[src/rtl/sim_data_demux.sv]
// Data-side bus splitter: core data port -> HWPE periph / stack / TCDM, plus a local exit/status register.
// Latency: request, grant and slave responses are combinational; EXIT accesses respond >=1 cycle after grant.
// Backpressure: data_gnt_o follows the target's gnt_i and is forced low while the tracking FIFO is full.
//
// Ports:
//   clk_i, rst_ni                      clock, asynchronous active-low reset
//   data_*                             core request / response
//   periph_*, stack_*, tcdm_*          slave request (wen active-low) / response ports
//   exit_valid_o, exit_code_o          sticky exit flag and exit/status register contents
//   proto_err_o                        sticky flag for a response arriving from a non-head slave
// Optional build macro: SIM_DATA_DEMUX_ASSERT_EN compiles in simulation-only protocol checks and
// the exit print. Functional behaviour is identical with or without it.

module sim_data_demux #(
  parameter int          HWPE_ADDR_BASE_BIT = 20,
  parameter int          MAX_OUTSTANDING    = 2,
  parameter logic [31:0] EXIT_ADDR          = 32'h8000_0000
) (
  input  logic        clk_i,
  input  logic        rst_ni,

  input  logic        data_req_i,
  input  logic        data_we_i,
  input  logic [3:0]  data_be_i,
  input  logic [31:0] data_addr_i,
  input  logic [31:0] data_wdata_i,
  output logic        data_gnt_o,
  output logic        data_rvalid_o,
  output logic        data_err_o,
  output logic [31:0] data_rdata_o,

  output logic        periph_req_o,
  output logic        periph_wen_o,
  output logic [3:0]  periph_be_o,
  output logic [31:0] periph_add_o,
  output logic [31:0] periph_data_o,
  input  logic        periph_gnt_i,
  input  logic        periph_r_valid_i,
  input  logic [31:0] periph_r_data_i,

  output logic        stack_req_o,
  output logic        stack_wen_o,
  output logic [3:0]  stack_be_o,
  output logic [31:0] stack_add_o,
  output logic [31:0] stack_data_o,
  input  logic        stack_gnt_i,
  input  logic        stack_r_valid_i,
  input  logic [31:0] stack_r_data_i,

  output logic        tcdm_req_o,
  output logic        tcdm_wen_o,
  output logic [3:0]  tcdm_be_o,
  output logic [31:0] tcdm_add_o,
  output logic [31:0] tcdm_data_o,
  input  logic        tcdm_gnt_i,
  input  logic        tcdm_r_valid_i,
  input  logic [31:0] tcdm_r_data_i,

  output logic        exit_valid_o,
  output logic [31:0] exit_code_o,
  output logic        proto_err_o
);

  localparam logic [1:0] TGT_PERIPH = 2'd0;
  localparam logic [1:0] TGT_STACK  = 2'd1;
  localparam logic [1:0] TGT_TCDM   = 2'd2;
  localparam logic [1:0] TGT_EXIT   = 2'd3;

  localparam int PTR_W = (MAX_OUTSTANDING > 1) ? $clog2(MAX_OUTSTANDING) : 1;
  localparam int CNT_W = $clog2(MAX_OUTSTANDING + 1);

  logic [1:0]       tgt;
  logic             tgt_gnt;
  logic             full;
  logic             empty;
  logic             push;
  logic             pop;
  logic [1:0]       head;
  logic             rsp_vld;
  logic [31:0]      rsp_dat;
  logic             stray;
  logic             exit_wr;
  logic [31:0]      exit_code_nxt;

  logic [1:0]       fifo_q [0:MAX_OUTSTANDING-1];
  logic [PTR_W-1:0] wr_ptr_q;
  logic [PTR_W-1:0] rd_ptr_q;
  logic [CNT_W-1:0] count_q;
  logic             exit_valid_q;
  logic [31:0]      exit_code_q;
  logic             proto_err_q;

  function automatic logic [PTR_W-1:0] ptr_inc(input logic [PTR_W-1:0] p);
    if (p == PTR_W'(MAX_OUTSTANDING - 1)) return '0;
    else return p + PTR_W'(1);
  endfunction

  // Address decode, highest priority first.
  always_comb begin
    if (data_addr_i == EXIT_ADDR)          tgt = TGT_EXIT;
    else if (data_addr_i[HWPE_ADDR_BASE_BIT]) tgt = TGT_PERIPH;
    else if (data_addr_i[31:24] == 8'h00)  tgt = TGT_STACK;
    else                                   tgt = TGT_TCDM;
  end

  always_comb begin
    tgt_gnt = 1'b1;
    case (tgt)
      TGT_PERIPH: tgt_gnt = periph_gnt_i;
      TGT_STACK:  tgt_gnt = stack_gnt_i;
      TGT_TCDM:   tgt_gnt = tcdm_gnt_i;
      default:    tgt_gnt = 1'b1;
    endcase
  end

  // Full uses the registered count only: a same-cycle pop does not free a slot.
  assign full       = (count_q == CNT_W'(MAX_OUTSTANDING));
  assign empty      = (count_q == '0);
  assign data_gnt_o = tgt_gnt & ~full;
  assign push       = data_req_i & data_gnt_o;

  assign periph_req_o  = data_req_i & ~full & (tgt == TGT_PERIPH);
  assign periph_wen_o  = ~data_we_i;
  assign periph_be_o   = data_be_i;
  assign periph_add_o  = data_addr_i;
  assign periph_data_o = data_wdata_i;

  assign stack_req_o   = data_req_i & ~full & (tgt == TGT_STACK);
  assign stack_wen_o   = ~data_we_i;
  assign stack_be_o    = data_be_i;
  assign stack_add_o   = data_addr_i;
  assign stack_data_o  = data_wdata_i;

  assign tcdm_req_o    = data_req_i & ~full & (tgt == TGT_TCDM);
  assign tcdm_wen_o    = ~data_we_i;
  assign tcdm_be_o     = data_be_i;
  assign tcdm_add_o    = {8'b0, data_addr_i[23:0]};
  assign tcdm_data_o   = data_wdata_i;

  assign head = fifo_q[rd_ptr_q];

  // Only the head's slave may answer; anything else is a protocol error and is dropped.
  // An EXIT entry in the FIFO was pushed on an earlier edge, so it may answer as soon as it is head.
  always_comb begin
    rsp_vld = 1'b0;
    rsp_dat = '0;
    stray   = periph_r_valid_i | stack_r_valid_i | tcdm_r_valid_i;
    if (!empty) begin
      case (head)
        TGT_PERIPH: begin
          rsp_vld = periph_r_valid_i;
          rsp_dat = periph_r_data_i;
          stray   = stack_r_valid_i | tcdm_r_valid_i;
        end
        TGT_STACK: begin
          rsp_vld = stack_r_valid_i;
          rsp_dat = stack_r_data_i;
          stray   = periph_r_valid_i | tcdm_r_valid_i;
        end
        TGT_TCDM: begin
          rsp_vld = tcdm_r_valid_i;
          rsp_dat = tcdm_r_data_i;
          stray   = periph_r_valid_i | stack_r_valid_i;
        end
        default: begin
          rsp_vld = 1'b1;
          rsp_dat = exit_code_q;
        end
      endcase
    end
  end

  assign pop           = rsp_vld;
  assign data_rvalid_o = rsp_vld;
  assign data_rdata_o  = rsp_dat;
  assign data_err_o    = 1'b0;

  always_ff @(posedge clk_i) begin
    if (push) fifo_q[wr_ptr_q] <= tgt;
  end

  always_ff @(posedge clk_i or negedge rst_ni) begin
    if (!rst_ni) begin
      wr_ptr_q <= '0;
      rd_ptr_q <= '0;
      count_q  <= '0;
    end else begin
      if (push) wr_ptr_q <= ptr_inc(wr_ptr_q);
      if (pop)  rd_ptr_q <= ptr_inc(rd_ptr_q);
      case ({push, pop})
        2'b10:   count_q <= count_q + CNT_W'(1);
        2'b01:   count_q <= count_q - CNT_W'(1);
        default: count_q <= count_q;
      endcase
    end
  end

  // Exit register is written at grant time so a read right behind it sees the new value.
  assign exit_wr = push & (tgt == TGT_EXIT) & data_we_i;

  always_comb begin
    exit_code_nxt = exit_code_q;
    for (int b = 0; b < 4; b++) begin
      if (data_be_i[b]) exit_code_nxt[8*b +: 8] = data_wdata_i[8*b +: 8];
    end
  end

  always_ff @(posedge clk_i or negedge rst_ni) begin
    if (!rst_ni) begin
      exit_valid_q <= 1'b0;
      exit_code_q  <= '0;
      proto_err_q  <= 1'b0;
    end else begin
      if (exit_wr) begin
        exit_valid_q <= 1'b1;
        exit_code_q  <= exit_code_nxt;
      end
      if (stray) proto_err_q <= 1'b1;
    end
  end

  assign exit_valid_o = exit_valid_q;
  assign exit_code_o  = exit_code_q;
  assign proto_err_o  = proto_err_q;

`ifdef SIM_DATA_DEMUX_ASSERT_EN
  logic        chk_pend_q;
  logic [31:0] chk_addr_q;

  always @(posedge clk_i or negedge rst_ni) begin
    if (!rst_ni) begin
      chk_pend_q <= 1'b0;
      chk_addr_q <= '0;
    end else begin
      if (chk_pend_q && !data_req_i)
        $error("sim_data_demux: data_req_i dropped before grant");
      if (chk_pend_q && data_req_i && (data_addr_i != chk_addr_q))
        $error("sim_data_demux: data_addr_i changed before grant");
      if (stray && !proto_err_q)
        $error("sim_data_demux: unexpected slave response");
      if (exit_wr && !exit_valid_q)
        $display("errors=%08x", exit_code_nxt);
      chk_pend_q <= data_req_i & ~data_gnt_o;
      chk_addr_q <= data_addr_i;
    end
  end
`else
  // Simulation checks not compiled in this build.
`endif

endmodule
[config.mk]
export PLATFORM = sky130hd
export DESIGN_NAME = sim_data_demux
export DESIGN_NICKNAME = d
export VERILOG_FILES = /design/src/rtl/sim_data_demux.sv
export SDC_FILE = /design/constraint.sdc
export NUM_CORES = 1
export LEC_CHECK = 0
export ABC_AREA = 1
export BUFFER_PORTS_ARGS = -buffer_cell sky130_fd_sc_hd__buf_4
export CAP_MARGIN = 15
export CORE_AREA = 2 2 177 179
export DETAILED_ROUTE_END_ITERATION = 10
export DIE_AREA = 0 0 179 181
export PLACE_DENSITY_LB_ADDON = 0.15
export SETUP_SLACK_MARGIN = 0.2
export SYNTH_ARGS = -nofsm -noshare
export SYNTH_HDL_FRONTEND = slang
export SYNTH_SLANG_ARGS = --single-unit
export TNS_END_PERCENT = 20
[constraint.sdc]
create_clock -name clk_i -period 2.5 [get_ports clk_i]
set_clock_uncertainty 0.2 [all_clocks]
set_input_delay 0.75 -clock clk_i [delete_from_list [all_inputs] [get_ports clk_i]]
set_output_delay 0.75 -clock clk_i [all_outputs]
set_load 0.005 [all_outputs]
Word-level counts from Yosys, hierarchy flattened
Memory sizes are Yosys's and may differ from the RTL's.
Index checks and enable logic that the tools add are counted.

storage, ports and cells
  register bits = 38
  latch bits = 0
  input port bits = 174
  memory bits (writable) = 4
  output and inout port bits = 279
  ROM bits = 0
  memories kept = 1
  logic and storage cells = 61

memory list
  memory  words  width  read ports  clocked after Yosys merged registers in  write ports  line  RTL
  fifo_q  2      2      1           0                                        1            85    logic [1:0] fifo_q [0:MAX_OUTSTANDING-1];

operators by class
  eq/ne operators = 9
  shift-type cells = 0
  div/mod/pow operators = 0
  $mul = 0
  reductions and logical operators = 9
  add/sub/neg operators = 4
  $lt $le $gt $ge = 0
  bitwise operators = 14
  multiplexer cells = 15

operators by type and width
  cell                                                                 count
  32-bit one-hot mux with 3 select lines                               1
  32-bit == test (second input constant)                               1
  32-bit two-way mux                                                   1
  2-bit == test (second input constant)                                5
  1-bit one-hot mux with 3 select lines                                3
  1-bit bitwise AND                                                    8
  8-bit logical NOT                                                    1
  2-bit AND reduction                                                  4
  2-bit by 1-bit == test with 1-bit output (second input constant)     3
  2-bit logical NOT                                                    3
  1-bit two-way mux                                                    6
  2-bit two-way mux                                                    3
  1-bit bitwise OR                                                     4
  2-bit one-hot mux with 2 select lines                                1
  1-bit adder (second input constant)                                  2
  2-bit by 1-bit adder with 2-bit output (second input constant)       1
  1-bit inverter                                                       2
  2-bit nonzero test                                                   1
  2-bit by 1-bit subtractor with 2-bit output (second input constant)  1

Logic depth before layout (Yosys ltp)
Gate-level depths: netlist of run 1.

  depth in word-level cells = 11
  mapped depth = 13
  mapped depth without buffers = 12

Worst setup path after synthesis of run 1
Ideal clock, no wire load.

  path kind = input to output
  start point = in data_addr_i[14]
  end point = out data_gnt_o
  data arrival time = 1.512 ns
  stages on the path = 8
  buffers on the path = 0
  slack = 0.038 ns
  required time = 1.550 ns
  path through = nor2_1 > and2_1 > nand2_1 > nor2_2 > nand2_2 > o211ai_1 > o21ai_0 > inv_1

on the way
  cells in the longest elaborated chain, start to end = 5
  elaborated cells on any way between the ends = 7
  those cells by class = 3 x eq/ne; 2 x mux; 1 x bitwise; 1 x reduce/logical

RTL lines
  what                                         line  RTL
  from (decl)                                  25    input logic [31:0] data_addr_i,
  32-bit == test (*)                           100   if (data_addr_i == EXIT_ADDR) tgt = TGT_EXIT;
  2-bit two-way mux (*)                        100
  2-bit == test, or another cell as far along  108   case (tgt)
  1-bit one-hot mux with 3 select lines (*)    108
  1-bit bitwise AND (*)                        119   assign data_gnt_o = tgt_gnt & ~full;
  to (decl)                                    27    output logic data_gnt_o,

Mark *: on every way between the ends. The rest lies on a longest branch, timed or not.

Worst setup path in the final report of run 1
  start point = reg rd_ptr_q
  end point = out data_rdata_o[12]

on the way
  cells in the longest elaborated chain, start to end = 4
  elaborated cells on any way between the ends = 6
  those cells by class = 2 x eq/ne; 2 x mux; 1 x reduce/logical; 1 x memory

RTL lines
  what                                         line  RTL
  from (decl)                                  87    logic [PTR_W-1:0] rd_ptr_q;
  from (signal assigned)                       189   if (pop) rd_ptr_q <= ptr_inc(rd_ptr_q);
  memory 2 x 2 bit (*)                         --
  2-bit == test, or another cell as far along  149   case (head)
  32-bit one-hot mux with 3 select lines (*)   149
  32-bit two-way mux (*)                       148   if (!empty) begin
  to (decl)                                    30    output logic [31:0] data_rdata_o,

Marks and branches as above.

==> impl_metrics.env, run 1 <==
export IMPL_outcome="complete, but fails checks"
export IMPL_violations="setup timing"
export IMPL_post_route_drc_count=0
export IMPL_drive_gt1_share_pct=67.2
export IMPL_yosys_area_top_type="buf_4"
export IMPL_holdWs_ns=0.245
export IMPL_finalNetCount=1113
export IMPL_critPathKind="flip-flop to output port"
export IMPL_slew_violations=0
export IMPL_grt_max_degree=39
export IMPL_first_global_vias=4950
export IMPL_die_h_um=181
export IMPL_grt_pass1_wl_mm=29.8
export IMPL_drtPass1Iterations=4
export IMPL_htreeDepth=2
export IMPL_final_min_clock_period_ns=2.82
export IMPL_setup_ws_ns=-0.319
export IMPL_cts_root_buf="clkbuf_16"
export IMPL_setup_tns_ns=-8.56
export IMPL_fin_crit_sh_pct=113
export IMPL_synth_flop_cell="dfrtp_1"
export IMPL_synth_distinct_cells=32
export IMPL_ys_async_sr_fraction_pct=90.5
export IMPL_place_gp_congestion=0.767
export IMPL_post_drt_wl_per_cell_um=16.1
export IMPL_clk_latency_ns=0.30
export IMPL_ys_seq_elements=42
export IMPL_antenna_found_initial=0
export IMPL_initial_core_util_pct=15.1
export IMPL_synth_top_cell_area_share_pct=34.3
export IMPL_post_route_util_pct=26.2
export IMPL_synthCells=631
export IMPL_tritoncts="done"
export IMPL_syn_avg_cell_area_um2=7.25
export IMPL_cts_buffer_depth=2
export IMPL_ant_nets=0
export IMPL_grt_ovfl_total=0
export IMPL_area_growth_syn_to_layout_pct=73.8
export IMPL_core_area_mm2=0.0303
export IMPL_numCtsBuffers=5
export IMPL_finalHoldViolations=0
export IMPL_synthTopCellsByCount="buf_4, nand2_1, o21ai_0"
export IMPL_ios=453
export IMPL_cts_sinks=42
export IMPL_arrival_ns=1.87
export IMPL_viasPerCell=3.79
export IMPL_worst_ep_required_time_ns=1.55
export IMPL_synth_edf_count=4
export IMPL_num_vias=5057
export IMPL_yosysMostFrequentCell="buf_4"
export IMPL_maxCapViolations=0
export IMPL_ir_drop_uv=335
export IMPL_hold_class="input pin to async pin"
export IMPL_end_kind="output port"
export IMPL_tightestPinTransition_ns=0.566
export IMPL_yosysSeqAreaShare_pct=23.4
export IMPL_fmaxAchievable_mhz=355
export IMPL_fp_row_count=64
export IMPL_wl_mm=21.5
export IMPL_grt_usage_pct=12.3
export IMPL_netlist_area_mm2=0.00458
export IMPL_port_buffers=443
export IMPL_crit_path_start_kind="flip-flop"
export IMPL_cellPowerDensity_mw_per_mm2=686
export IMPL_path_max_fanout=5
export IMPL_antenna_cells=0
export IMPL_drt_iter0_markers=127
export IMPL_yosysWarnings=0
export IMPL_synth_area_top_cells="buf_4, dfrtp_1, nand2_1"
export IMPL_max_slew_margin_rel_pct=62.3
export IMPL_dpl_hpwl_mm=17.7
export IMPL_fp_dieArea_mm2=0.0324
export IMPL_p_leak_nw=4.11
export IMPL_die_x_um=179
export IMPL_setup_viol=36
export IMPL_rsz0062_at_grt="yes"
export IMPL_clkTransAtPathRegs_ns=0.07
## worst paths after layout
kind                                      start  cells past startpoint                     endpoint  slack (ns)
max                        rd_ptr_q$_DFFE_PN0P_                     11             data_rdata_o[12]       -0.32
min                                      rst_ni                      1  exit_code_o[13]$_DFFE_PN0P_        0.24
max reg2reg                rd_ptr_q$_DFFE_PN0P_                     15       count_q[1]$_DFFE_PN0P_        0.24
min reg2reg                wr_ptr_q$_DFFE_PN0N_                      2         wr_ptr_q$_DFFE_PN0N_        0.28
max in group asynchronous                rst_ni                      1         rd_ptr_q$_DFFE_PN0P_        1.46
min in group clk_i         wr_ptr_q$_DFFE_PN0N_                      2         wr_ptr_q$_DFFE_PN0N_        0.28
## routing by layer
layer | share of wire, % | vias to the layer above | GRT usage (%)
li1 | - | 2424 | -
met5 | 0 | - | 0
met4 | 2.3 | 0 | 3.64
met1 | 36 | 2323 | 13.0
met2 | 53 | 287 | 23.7
met3 | 8.8 | 23 | 2.84
## final cells by class
class                      instances  area, µm²
timing repair buffer             522       4150
multi-input combinational        315       1870
fill                            3372      22400
tap                              396        495
sequential                        42       1070
inverter                          52        195
clock inverter                     3       43.8
clock buffer                       5        125
## placed cells by master, fill, tap and decap left out, types with 8 or more instances in the layout
master     n
a31oi_1   26
o21ai_0   48
dfrtp_1   38
nor2_1    34
nor2_2    17
buf_6     23
a21oi_2   33
nand2_2   19
o21ai_1   19
conb_1     9
inv_1     48
nand2_1   69
buf_12     8
buf_4    488
## flip-flops by register name, summed over array words and instances, names as in the netlist
name	flops
rd_ptr_q	1
fifo_q	4
exit_code_o	32
wr_ptr_q	1
exit_valid_o	1
proto_err_o	1
count_q	2
## power breakdown
group	leakage, nW	switching, mW	internal [mW]	total [mW]
combinational	3.64	1.89	2.02	3.91
clock	0.0842	0.317	0.474	0.792
sequential	0.386	0.0220	0.733	0.755
## metrics by stage
step	cells	power, mW	setup slack [ns]	area (µm²)
final	1335	5.45	-0.319	7950
after global routing	1335	5.88	-0.429	7950
after CTS	1333	5.43	-0.354	7840
after detailed placement	1319	4.21	-0.422	7380
after global placement	1319	4.24	-0.422	7380
after floorplan	639	2.24	0.100	4620
## critical path, stage by stage, from the launching register on
cell	delay (ns)
dfrtp_1	0.39
inv_2	0.07
nand2_2	0.06
nand2_2	0.08
buf_6	0.14
nor2_4	0.13
buf_12	0.14
buf_16	0.12
buf_4	0.10
nand2_1	0.05
a31oi_2	0.15
buf_4	0.14
## logic make-up after synthesis
logic type	count (synthesis)	synth area share [%]
xor+xnor	3	0.574
fa+ha+maj	1	0.273
buf+inv	282	41.1
other cells	1	0.0820
flops	42	23.4
compound gates	139	18.9
simple gates	163	15.7
## timing repair
action	4_1_cts	5_1_grt
gates resized for setup	63	28
buffers inserted	4	2
gates cloned	2	0
pin swaps	50	5
hold buffers	0	0
endpoints found under the setup margin	39	43
Power figures use the tool's default switching activity.
==> inputs of run 2 (changes only) <==
--- a/config.mk
+++ b/config.mk
@@ -13,6 +13,7 @@
 export DIE_AREA = 0 0 179 181
 export PLACE_DENSITY_LB_ADDON = 0.15
 export SETUP_SLACK_MARGIN = 0.2
+export SLEW_MARGIN = 25
 export SYNTH_ARGS = -nofsm -noshare
 export SYNTH_HDL_FRONTEND = slang
 export SYNTH_SLANG_ARGS = --single-unit
==> constraint.sdc (replaced) <==
create_clock -name clk_i -period 3.1 [get_ports clk_i]
set_clock_uncertainty 0.2 [all_clocks]
set_input_delay 0.93 -clock clk_i [delete_from_list [all_inputs] [get_ports clk_i]]
set_output_delay 0.93 -clock clk_i [all_outputs]
set_load 0.005 [all_outputs]
==> run 2 against run 1 <==
  * The run still ends with setup timing left
  * Register-to-register slack better by 0.43 ns
  * Combinational power shrank 6.9%
  * Clock-buffer cell count grew 1
  * Global-route usage increased by 0.74 points
  * Largest cell class unchanged
  * Largest power group unchanged
  * Critical path depth is the same
  * Final cell count stayed put
==> impl_metrics.env, run 2 (same netlist as run 1, synthesis figures left out) <==
export IMPL_post_route_drc_count=0
export IMPL_antenna_cells=0
export IMPL_hold_class="flip-flop to flip-flop"
export IMPL_htreeDepth=2
export IMPL_reg2reg_from="rd_ptr_q$_DFFE_PN0P_"
export IMPL_grt_pass1_wl_mm=30.9
export IMPL_core_area_mm2=0.0303
export IMPL_area_growth_syn_to_layout_pct=80.3
export IMPL_finalNetCount=1113
export IMPL_antenna_found_initial=1
export IMPL_ios=453
export IMPL_arrival_ns=2.04
export IMPL_post_drt_wl_per_cell_um=17.1
export IMPL_finalHoldViolations=0
export IMPL_path_max_fanout=3
export IMPL_die_x_um=179
export IMPL_die_h_um=181
export IMPL_dpl_hpwl_mm=16.8
export IMPL_setup_viol=2
export IMPL_maxCapViolations=0
export IMPL_setup_tns_ns=-0.116
export IMPL_tightestPinTransition_ns=0.551
export IMPL_postPlaceCellArea_mm2=0.00719
export IMPL_grt_ovfl_total=0
export IMPL_slew_violations=0
export IMPL_worst_ep_required_time_ns=1.97
export IMPL_drive_gt1_share_pct=68.6
export IMPL_outcome="complete, but fails checks"
export IMPL_clk_latency_ns=0.29
export IMPL_seqCellArea_mm2=0.00107
export IMPL_final_common_cell="buf_4"
export IMPL_report_power_total_mw=4.83
export IMPL_cts_buffer_depth=2
export IMPL_viasPerCell=3.74
export IMPL_violations="setup timing"
export IMPL_num_vias=4991
export IMPL_fmaxAchievable_mhz=315
export IMPL_crit_end="data_gnt_o"
export IMPL_fill_cells=3324
export IMPL_grt_usage_pct=13.0
export IMPL_port_buffers=443
export IMPL_mostFrequentLayoutCells="buf_4, nand2_1, o21ai_0, inv_1"
export IMPL_fin_area_mm2=0.00825
export IMPL_grt_max_degree=39
export IMPL_fp_dieArea_mm2=0.0324
export IMPL_cellPowerDensity_mw_per_mm2=585
export IMPL_clkTransAtPathRegs_ns=0.06
export IMPL_ir_drop_uv=260
export IMPL_crit_path_start_kind="input pin"
export IMPL_place_gp_congestion=0.737
export IMPL_dp_cells=1299
export IMPL_initial_core_util_pct=15.1
export IMPL_regToRegSetupSlack_ns=0.67
export IMPL_drtPass1Iterations=4
export IMPL_numCtsBuffers=5
export IMPL_tritoncts="done"
export IMPL_cts_root_buf="clkbuf_16"
export IMPL_first_global_vias=4890
export IMPL_stdcell_count=1335
export IMPL_multi_input_area_mm2=0.00199
export IMPL_wl_mm=22.8
export IMPL_drt_iter0_markers=147
export IMPL_end_kind="output port"
export IMPL_reg2reg_depth=15
export IMPL_cts_sinks=42
export IMPL_largest_register_ffs=32
export IMPL_rsz0062_at_grt="yes"
export IMPL_fp_row_count=64
export IMPL_ant_nets=0
export IMPL_setup_ws_ns=-0.0727
export IMPL_p_leak_nw=4.26
export IMPL_worst_r2r_endpoint="count_q[1]$_DFFE_PN0P_"
export IMPL_holdWs_ns=0.271
export IMPL_critPathKind="input pin to output port"
export IMPL_fin_crit_sh_pct=102
export IMPL_max_slew_margin_rel_pct=63.2
export IMPL_crit_start="data_addr_i[17]"
export IMPL_final_min_clock_period_ns=3.17
## run 2: changes by cell type in the layout (fill, tap and decap cells not counted), moves of 5 or more
cell | before | now
nand2_4 | 6 | 18
nand2_1 | 69 | 53
buf_6 | 23 | 17
o21ai_2 | 2 | 7
buf_16 | 2 | 7
buf_4 | 488 | 480
## run 2: worst max-delay path, cell delays in order
cell and delay, ns:
buf_6 0.10, nor2_4 0.09, buf_6 0.10, and2_4 0.13, nand2_2 0.04, nor2_2 0.09, nand2_2 0.06, o211ai_1 0.18
o21ai_1 0.14, inv_1 0.10, buf_6 0.09
## run 2: how the worst min path moves through the flow
stage	cells past startpoint	to	slack, ns	startpoint
after global routing	2	wr_ptr_q$_DFFE_PN0N_	0.31	wr_ptr_q$_DFFE_PN0N_
after global placement	2	wr_ptr_q$_DFFE_PN0N_	0.26	wr_ptr_q$_DFFE_PN0N_
after detailed placement	2	wr_ptr_q$_DFFE_PN0N_	0.26	wr_ptr_q$_DFFE_PN0N_
after CTS	2	wr_ptr_q$_DFFE_PN0N_	0.28	wr_ptr_q$_DFFE_PN0N_
final	2	wr_ptr_q$_DFFE_PN0N_	0.27	wr_ptr_q$_DFFE_PN0N_
after floorplan	2	wr_ptr_q$_DFFE_PN0N_	0.24	wr_ptr_q$_DFFE_PN0N_
## run 2: per-stage QoR
stage	utilization, %	worst slack, ns
CTS	26.5	-0.121
detailed placement	23.7	-0.270
floorplan	-	0.278
finish	27.2	-0.0727
global route	27.2	-0.201
global placement	23.7	-0.285
## run 2: final cells by class
type	instances	area share, %
Timing Repair Buffer	522	52.7
Sequential cell	42	13.0
Multi-Input combinational cell	315	24.1
Clock buffer	6	1.68
Tap cell	396	6.00
Inverter	52	2.40
Clock inverter	2	0.136
## run 2: routing by layer
| metal | vias to the layer above | routed length [µm] | share of wire (%) | global-route usage [%] |
|---|---|---|---|---|
| met5 | - | 0 | 0 | 0 |
| met4 | 0 | 358 | 1.6 | 2.99 |
| met3 | 17 | 1850 | 8.1 | 2.29 |
| met2 | 299 | 12100 | 53 | 25.5 |
| met1 | 2250 | 8450 | 37 | 14.3 |
| li1 | 2425 | - | - | - |
## run 2: what timing repair did
action	4_1_cts	5_1_grt
gates cloned	8	1
endpoints found under the setup margin	36	36
buffers inserted	15	4
hold buffers	0	0
resized for setup	102	36
pin swaps	30	24
## run 2: where the power goes
group          switching, mW  leakage (nW)  internal [mW]
clock                  0.246        0.0772          0.321
combinational           1.73          3.80           1.91
sequential            0.0302         0.386          0.592
total                   2.01          4.26           2.82
==> inputs of run 3 (changes only) <==
--- a/config.mk
+++ b/config.mk
@@ -9,8 +9,10 @@
 export BUFFER_PORTS_ARGS = -buffer_cell sky130_fd_sc_hd__buf_4
 export CAP_MARGIN = 15
 export CORE_AREA = 2 2 177 179
+export CTS_CLUSTER_SIZE = 16
 export DETAILED_ROUTE_END_ITERATION = 10
 export DIE_AREA = 0 0 179 181
+export MAX_ROUTING_LAYER = met4
 export PLACE_DENSITY_LB_ADDON = 0.15
 export SETUP_SLACK_MARGIN = 0.2
 export SLEW_MARGIN = 25
==> run 3 against run 2 <==
  * The run still ends with setup timing left
  * Die area unchanged
  * Register-to-register slack about the same
  * Critical path depth unchanged
  * Sequential share of layout area about the same
  * First-iteration DRC count decreased by 4.8%
  * Largest power group unchanged
==> impl_metrics.env, run 3 (same netlist as run 1, synthesis figures left out) <==
export IMPL_outcome="complete, but fails checks"
export IMPL_violations="setup timing"
export IMPL_hold_class="flip-flop to flip-flop"
export IMPL_cts_buffer_depth=2
export IMPL_fmaxAchievable_mhz=315
export IMPL_slew_violations=0
export IMPL_post_drt_wl_per_cell_um=17.1
export IMPL_grt_max_degree=39
export IMPL_drive_gt1_share_pct=68.5
export IMPL_port_buffers=443
export IMPL_ios=453
export IMPL_path_buf_inv=4
export IMPL_post_route_util_pct=27.2
export IMPL_cts_root_buf="clkbuf_16"
export IMPL_post_route_drc_count=0
export IMPL_setup_ws_ns=-0.0725
export IMPL_crit_family="simple AND/OR/NAND/NOR gates"
export IMPL_core_area_mm2=0.0303
export IMPL_initial_core_util_pct=15.1
export IMPL_drt_iter0_markers=140
export IMPL_cts_sinks=42
export IMPL_num_vias=5003
export IMPL_dp_cells=1299
export IMPL_ctsHoldBuffers=0
export IMPL_maxCapViolations=0
export IMPL_clk_latency_ns=0.29
export IMPL_grt_usage_pct=13.4
export IMPL_cp_slowest_stage_delay_ns=0.18
export IMPL_mostFrequentLayoutCells="buf_4, nand2_1, o21ai_0, inv_1"
export IMPL_dpl_hpwl_mm=16.8
export IMPL_setup_tns_ns=-0.118
export IMPL_tightestPinTransition_ns=0.550
export IMPL_path_max_fanout=3
export IMPL_worst_ep_required_time_ns=1.97
export IMPL_grt_ovfl_total=0
export IMPL_arrival_ns=2.04
export IMPL_grt_pass1_wl_mm=30.9
export IMPL_finalNetCount=1113
export IMPL_htreeDepth=2
export IMPL_antenna_found_initial=1
export IMPL_finalHoldViolations=0
export IMPL_max_slew_margin_rel_pct=63.4
export IMPL_cellPowerDensity_mw_per_mm2=585
export IMPL_final_common_cell="buf_4"
export IMPL_largest_register_ffs=32
export IMPL_end_kind="output port"
export IMPL_clkTransAtPathRegs_ns=0.06
export IMPL_worstHoldStart="wr_ptr_q$_DFFE_PN0N_"
export IMPL_p_leak_nw=4.26
export IMPL_critical_path_slowest_cell="o211ai_1"
export IMPL_wl_mm=22.8
export IMPL_cpMostUsedCell="buf_6"
export IMPL_area_growth_syn_to_layout_pct=80.3
export IMPL_tritoncts="done"
export IMPL_rsz0062_at_grt="yes"
export IMPL_viasPerCell=3.75
export IMPL_crit_start="data_addr_i[17]"
export IMPL_drtPass1Iterations=4
export IMPL_ir_drop_uv=261
export IMPL_stdcell_count=1335
export IMPL_setup_viol=2
export IMPL_fp_row_count=64
export IMPL_final_min_clock_period_ns=3.17
export IMPL_crit_path_start_kind="input pin"
export IMPL_first_global_vias=4887
export IMPL_antenna_cells=0
export IMPL_reg2reg_from="rd_ptr_q$_DFFE_PN0P_"
export IMPL_place_gp_congestion=0.747
export IMPL_ant_nets=0
export IMPL_fin_crit_sh_pct=102
export IMPL_critPathKind="input pin to output port"
export IMPL_fp_dieArea_mm2=0.0324
export IMPL_numCtsBuffers=5
export IMPL_fin_area_mm2=0.00825
export IMPL_die_x_um=179
export IMPL_die_h_um=181
export IMPL_postPlaceCellArea_mm2=0.00719
export IMPL_path_cells="buf_6 > nor2_4 > buf_6 > and2_4 > nand2_2 > nor2_2 > nand2_2 > o211ai_1 > o21ai_1 > inv_1 > buf_6"
## run 3: cell count changes in the layout (fill, tap and decap cells not counted)
cell	delta
nand2_1	+1
nand2_2	-1
## run 3: per-layer routing
layer  vias to the layer above  global-route usage (%)  wire (µm)  part of all wire (%)
li1                       2426                       -          -                     -
met1                      2257                    14.4       8560                    38
met2                       303                    25.6      12200                    53
met3                        17                    2.08       1740                   7.6
met4                         0                    2.99        359                   1.6
met5                         -                       -          0                     0
## run 3: where the power goes
part	switching, mW	total (mW)	internal, mW
Sequential	0.0303	0.622	0.592
Clock	0.243	0.563	0.320
Combinational	1.74	3.64	1.91
Total	2.01	4.83	2.82
## run 3: layout make-up
class | instances | area [µm²]
Clock buffer | 6 | 139
Multi-Input combinational cell | 315 | 1990
Tap cell | 396 | 495
Sequential cell | 42 | 1070
Fill cell | 3325 | 22100
Inverter | 52 | 198
Clock inverter | 2 | 11.3
Timing Repair Buffer | 522 | 4350
## run 3: timing repair
item / in CTS / in global routing
pin swaps: 30 / 23
gates resized for setup: 102 / 35
buffers inserted: 15 / 4
cloned: 8 / 1
setup endpoints to repair: 36 / 36
## run 3: worst min-delay path: cells and delay by family (launching register included)
| kind | cells | cell delay (ns) |
|---|---|---|
| and+or+nand+nor | 2 | 0.09 |
| DFF | 1 | 0.34 |
## run 3: path summary, 6_finish.rpt
path,to,slack (ns),cells past startpoint
max,data_gnt_o,-0.07,11
min,wr_ptr_q$_DFFE_PN0N_,0.27,2
max reg2reg,count_q[1]$_DFFE_PN0P_,0.67,15
min reg2reg,wr_ptr_q$_DFFE_PN0N_,0.27,2
max in group asynchronous,wr_ptr_q$_DFFE_PN0N_,1.90,1
min in group asynchronous,exit_code_o[16]$_DFFE_PN0P_,0.43,1
## run 3: stage by stage
step / worst slack (ns) / total power, mW / hold WS, ns
after floorplan: 0.278 / 1.80 / 0.242
after global placement: -0.285 / 3.20 / 0.257
after detailed placement: -0.270 / 3.19 / 0.258
after CTS: -0.121 / 4.74 / 0.276
after global routing: -0.201 / 5.18 / 0.313
final: -0.0725 / 4.83 / 0.271
